### src/rtl/gost89_pkg.sv
// Shared types, constants and the round-key ordering for the GOST 28147-89 core.
package gost89_pkg;

  typedef logic [63:0]  block_t;
  typedef logic [31:0]  half_t;
  typedef logic [255:0] key_t;
  typedef logic [511:0] sbox_t;

  typedef enum logic {IDLE = 1'b0, RUN = 1'b1} state_t;

  localparam int ROUNDS = 32;
  localparam logic [5:0] LAST_CNT = 6'd32;

  // Encrypt reverses only the last eight rounds; decrypt reverses all but the first eight.
  function automatic logic [2:0] key_index(input logic [4:0] round, input logic mode);
    logic [2:0] pos;
    pos = round[2:0];
    if (mode == 1'b0) begin
      key_index = (round[4:3] == 2'd3) ? ~pos : pos;
    end else begin
      key_index = (round[4:3] == 2'd0) ? pos : ~pos;
    end
  endfunction

endpackage

### src/rtl/gost89_ecb_decrypt.sv
// Fixed-direction wrapper: GOST 28147-89 ECB decryption.
module gost89_ecb_decrypt (
  input  logic         clk,
  input  logic         reset_n,
  input  logic         load_data,
  input  logic [511:0] sbox,
  input  logic [255:0] key,
  input  logic [63:0]  in,
  output logic [63:0]  out,
  output logic         busy
);

  gost89_ecb_unit u_unit (
    .clk       (clk),
    .reset_n   (reset_n),
    .mode      (1'b1),
    .load_data (load_data),
    .sbox      (sbox),
    .key       (key),
    .in        (in),
    .out       (out),
    .busy      (busy)
  );

endmodule

### src/rtl/gost89_round.sv
// One GOST 28147-89 Feistel round: add key, S-box substitution, rotate by 11, xor and swap.
module gost89_round
  import gost89_pkg::*;
(
  input  half_t i_n1,
  input  half_t i_n2,
  input  half_t i_rkey,
  input  sbox_t i_sbox,
  output half_t o_n1,
  output half_t o_n2
);

  half_t       w_sum;
  half_t       w_sub;
  half_t       w_f;
  logic [63:0] w_row;
  logic [3:0]  w_nib;

  // Entry v of a row sits at the v-th nibble from the row MSB, i.e. bit offset 4*(15-v).
  always_comb begin
    w_sum = i_n1 + i_rkey;
    w_sub = 32'd0;
    w_row = 64'd0;
    w_nib = 4'd0;
    for (int j = 0; j < 8; j++) begin
      w_row = i_sbox[511 - 64*j -: 64];
      w_nib = w_sum[4*j +: 4];
      w_sub[4*j +: 4] = w_row[{~w_nib, 2'b00} +: 4];
    end
    w_f  = {w_sub[20:0], w_sub[31:21]};
    o_n1 = i_n2 ^ w_f;
    o_n2 = i_n1;
  end

endmodule

### src/rtl/gost89_ecb_unit.sv
// Iterative GOST 28147-89 ECB core: one block per load, one round per clock, result 33 edges after load.
module gost89_ecb_unit
  import gost89_pkg::*;
(
  input  logic         clk,
  input  logic         reset_n,
  input  logic         mode,
  input  logic         load_data,
  input  logic [511:0] sbox,
  input  logic [255:0] key,
  input  logic [63:0]  in,
  output logic [63:0]  out,
  output logic         busy
);

  state_t      r_state;
  logic [5:0]  r_cnt;
  logic        r_busy;
  logic        r_mode;
  half_t       r_n1;
  half_t       r_n2;
  block_t      r_out;
  logic [2:0]  w_kidx;
  half_t       w_rkey;
  half_t       w_n1_next;
  half_t       w_n2_next;

  assign w_kidx = key_index(r_cnt[4:0], r_mode);
  // K_j occupies bits [32*(7-j) +: 32].
  assign w_rkey = key[{~w_kidx, 5'b00000} +: 32];

  gost89_round u_round (
    .i_n1   (r_n1),
    .i_n2   (r_n2),
    .i_rkey (w_rkey),
    .i_sbox (sbox),
    .o_n1   (w_n1_next),
    .o_n2   (w_n2_next)
  );

  always_ff @(posedge clk or negedge reset_n) begin
    if (!reset_n) begin
      r_state <= IDLE;
      r_cnt   <= 6'd0;
      r_busy  <= 1'b0;
    end else begin
      case (r_state)
        IDLE: begin
          if (load_data) begin
            r_state <= RUN;
            r_cnt   <= 6'd0;
            r_busy  <= 1'b1;
          end
        end
        RUN: begin
          if (r_cnt == LAST_CNT) begin
            r_state <= IDLE;
            r_busy  <= 1'b0;
          end else begin
            r_cnt <= r_cnt + 6'd1;
          end
        end
        default: begin
          r_state <= IDLE;
          r_busy  <= 1'b0;
        end
      endcase
    end
  end

  // Datapath is deliberately unreset: reset only aborts through the FSM, and out keeps its value.
  always_ff @(posedge clk) begin
    if (r_state == IDLE && load_data) begin
      r_n1   <= in[63:32];
      r_n2   <= in[31:0];
      r_mode <= mode;
    end else if (r_state == RUN && r_cnt != LAST_CNT) begin
      r_n1 <= w_n1_next;
      r_n2 <= w_n2_next;
    end
    if (r_state == RUN && r_cnt == LAST_CNT) begin
      r_out <= {r_n2, r_n1};
    end
  end

  assign out  = r_out;
  assign busy = r_busy;

endmodule

### config.mk
export PLATFORM = sky130hd
export DESIGN_NAME = gost89_ecb_decrypt
export DESIGN_NICKNAME = d
export VERILOG_FILES = /design/src/rtl/gost89_pkg.sv /design/src/rtl/gost89_ecb_decrypt.sv /design/src/rtl/gost89_round.sv /design/src/rtl/gost89_ecb_unit.sv
export SDC_FILE = /design/constraint.sdc
export NUM_CORES = 1
export LEC_CHECK = 0
export CAP_MARGIN = 20
export CELL_PAD_IN_SITES_DETAIL_PLACEMENT = 0
export CELL_PAD_IN_SITES_GLOBAL_PLACEMENT = 1
export CORE_AREA = 2 2 354 356
export CTS_BUF_LIST = sky130_fd_sc_hd__clkbuf_16
export CTS_CLUSTER_DIAMETER = 120
export CTS_CLUSTER_SIZE = 16
export DETAILED_ROUTE_END_ITERATION = 8
export DIE_AREA = 0 0 356 358
export GPL_ROUTABILITY_DRIVEN = 0
export PLACE_DENSITY_LB_ADDON = 0.3
export SETUP_SLACK_MARGIN = 0.2
export SYNTH_ARGS = -nofsm -noshare
export SYNTH_HDL_FRONTEND = slang
export SYNTH_SLANG_ARGS = --single-unit
### constraint.sdc
create_clock -name clk -period 16.8 [get_ports clk]
set_input_delay 3.36 -clock clk [delete_from_list [all_inputs] [get_ports clk]]
set_output_delay 3.36 -clock clk [all_outputs]
set_load 0.01 [all_outputs]
==> results.yml <==
yosys:
  synth.most_common_cell: "mux4_2"
  async_reset_ff_share_pct: 5.882
  netlist_top_cells_count: "mux4_2 (148), nand2_1 (137), edfxtp_1 (128)"
  synth_area_leaders: "edfxtp_1 (27%), mux4_2 (23%), mux2i_1 (4.6%)"
  syn_inst: 1280
  syn-cell-area_sq_um: 14290
  yosys.area.top_type: "edfxtp_1"
  yosysSeqAreaShare_pct: 28.30
  synth_cell_types: 72
  synth_top_area_share_pct: 26.90
  synth_ff_type: "edfxtp_1"
  yosys_warnings: 0
  syn-num-nets: 2150
  postSynthAreaPerCell_sq_um: 11.17
  synth_edf_count: 128
  synth_seq_cells: 136
worst_hold_path:
  worstHoldStart: "u_unit.r_n2[11]$_DFFE_PP_"
  hold_path_class: "reg -> reg"
cts:
  cts_buffer_depth: 2
  clkLatencyLatePin_ns: 0.51
  cts_sinks: 136
  clk_pin_slew_ns: 0.06
  cts_made_buffers: 17
  htree_levels: 4
  cts_hold_buf: 0
  cts_setup_buffers: 0
  clockRootBuffer: "clkbuf_16"
  cts_tree: "yes"
  cts_resized: 0
sta:
  worst_pin_slew_ns: 1.064
  setup_viol: 0
  hold_slack_ns: 0.4715
  finalCritPeriodShare_pct: 52.34
  timing.fmax_mhz: 113.7
  slew_headroom_pct: 28.84
  slew_violations: 0
  rsz0062_at_grt: "false"
  hold_viol: 0
  clock_skew_ns: 0.01418
  fin_tns_setup_ns: 0
  period_minus_slack_ns: 8.792
route:
  viasPerCell: 4.081
  routed_wl_mm: 96.68
  drt_iter0_drc: 858
  drt.antenna.violating_nets: 0
  wl_per_cell_um: 25.49
  drc: 0
  dr.pass1.iters: 5
  vias: 15480
final_layout:
  drive_above_1_share_pct: 13.93
  layout.nets: 3004
  final_util_pct: 21.00
  syn_to_final_growth_pct: 81.24
global_routing:
  grt_use_total_pct: 14.54
  antenna_found_initial: 21
  grt_pass1_wl_mm: 129.0
  overflow: 0
  first_global_vias: 16640
  grt_max_degree: 73
floorplan:
  die_y_um: 358
  io_pins: 900
  dieArea_sq_um: 127400
  die_w_um: 356
  rows: 129
  start_util_pct: 11.59
  core_area_sq_um: 123300
run_status:
  status: "completed"
worst_setup_path:
  path_cells: "clkdlybuf4s50_1 > mux4_2 > mux2_2 > ha_2 > buf_4 > and3_1 > nand2_1 > or3_1 > and4_1 > o21ai_2 > nand2_1 > mux2_2 > a2111oi_2 > and4_1 > nor3_1"
  crit_arrival_ns: 9.04
  worst_path_max_delay_cell: "nand2_1"
  crit_path_max_incr_delay_ns: 0.61
  crit_buf_inv: 2
  critical_path.startpoint: "key[56]"
  crit_type: "in -> reg"
  r2r_start: "u_unit.r_cnt[3]$_DFFE_PN0P_"
  crit_fanout: 72
  crit_path_start_kind: "input pin"
  cp.required_ns: 17.05
  critPathTopFamily: "simple AND/OR/NAND/NOR gates"
  critPathCaptureType: "flop"
job:
  cap_violations: 0
place:
  io_buffers: 899
  dp_hpwl_mm: 82.99
-- kinds of logic (layout without fill, tap and decap cells) --
group                      count (synthesis)  after routing  synth area share (%)
buffers and inverters                    108            975                 3.222
muxes                                    276            276                 34.42
AOI/OAI and AO/OA                        348            348                 16.80
and+or+nand+nor                          317            317                 10.21
xor gates and xnor gates                  60             60                 3.940
adders and majority gates                 35             35                 3.117
DFF                                      136            136                 28.30
other                                      0              9                     0
-- placed cells by master (no fill, tap or decap), types with 15 or more instances in the layout --
cell type | Yosys | final
mux2i_1 | 65 | 65
a211oi_1 | 44 | 44
clkbuf_16 | 0 | 17
buf_4 | 2 | 29
edfxtp_1 | 128 | 128
a22oi_1 | 33 | 33
nor3_1 | 27 | 27
a221oi_1 | 32 | 32
mux4_2 | 148 | 148
mux4_1 | 15 | 15
a21oi_1 | 107 | 107
xnor2_1 | 36 | 30
o221ai_1 | 16 | 16
o21ai_0 | 40 | 40
clkdlybuf4s50_1 | 0 | 899
nand2_1 | 137 | 135
xor2_1 | 19 | 17
nor2_1 | 61 | 59
ha_1 | 34 | 33
nand4_1 | 16 | 16
mux2_2 | 47 | 47
nand3_1 | 35 | 35
-- path summary, 6_finish.rpt --
| path | end | slack, ns | depth (start not counted) |
|---|---|---|---|
| worst max-delay path | u_unit.r_n1[9]$_DFFE_PP_ | 8.01 | 15 |
| worst min-delay path | u_unit.out[43]$_DFFE_PP_ | 0.47 | 0 |
| worst max register to register | u_unit.r_n1[9]$_DFFE_PP_ | 9.31 | 17 |
| worst min register to register | u_unit.out[43]$_DFFE_PP_ | 0.47 | 0 |
| max in group asynchronous | u_unit.busy$_DFFE_PN0P_ | 13.38 | 1 |
| min in group asynchronous | u_unit.r_state$_DFF_PN0_ | 3.14 | 1 |
-- layout make-up --
class                   instances  area, sq um
clock buffers                  17        425.4
clock inverters                15        126.4
fillers                     13310        97410
diodes                          9        22.52
well taps                    1637         2048
multi-input cells            1036         9915
flip-flops and latches        136         4044
repair buffers                931         9275
inverters                      12        45.04
-- through the flow --
stage | cell area, sq um | setup slack, ns | cells
3_3_place_gp | 25270 | 7.508 | 3749
4_1_cts | 25880 | 8.044 | 3784
3_5_place_dp | 25330 | 7.481 | 3752
6_report | 25900 | 8.008 | 3793
5_1_grt | 25880 | 7.723 | 3786
2_1_floorplan | 14290 | 9.250 | 1280
-- worst register-to-register path: stages (launching register included) --
cell,delay [ns]
dfrtp_1,0.43
nor2_1,0.63
xnor2_2,0.21
buf_4,0.52
mux4_2,0.63
mux2_2,0.35
ha_2,0.34
buf_4,0.59
and3_1,0.35
nand2_1,0.12
or3_1,0.47
and4_1,0.23
o21ai_2,0.50
nand2_1,0.62
mux2_2,0.48
a2111oi_2,0.44
and4_1,0.28
nor3_1,0.05
-- flip-flops by register name, indices dropped and copies added (netlist names) --
name / count
u_unit.busy: 1
u_unit.r_state: 1
u_unit.out: 64
u_unit.r_n1: 32
u_unit.r_n2: 32
u_unit.r_cnt: 6
-- layer usage --
| metal | GRT usage [%] | wire [um] | vias to the layer above |
|---|---|---|---|
| met1 | 17.23 | 38700 | 7688 |
| met5 | 0 | 68 | - |
| met4 | 3.662 | 1782 | 10 |
| li1 | - | - | 7000 |
| met3 | 3.262 | 5869 | 69 |
| met2 | 26.36 | 50260 | 713 |
Power is left out: the tool's default activity adds up to more than one toggle a clock period on the data nets, which glitch-free logic cannot reach.
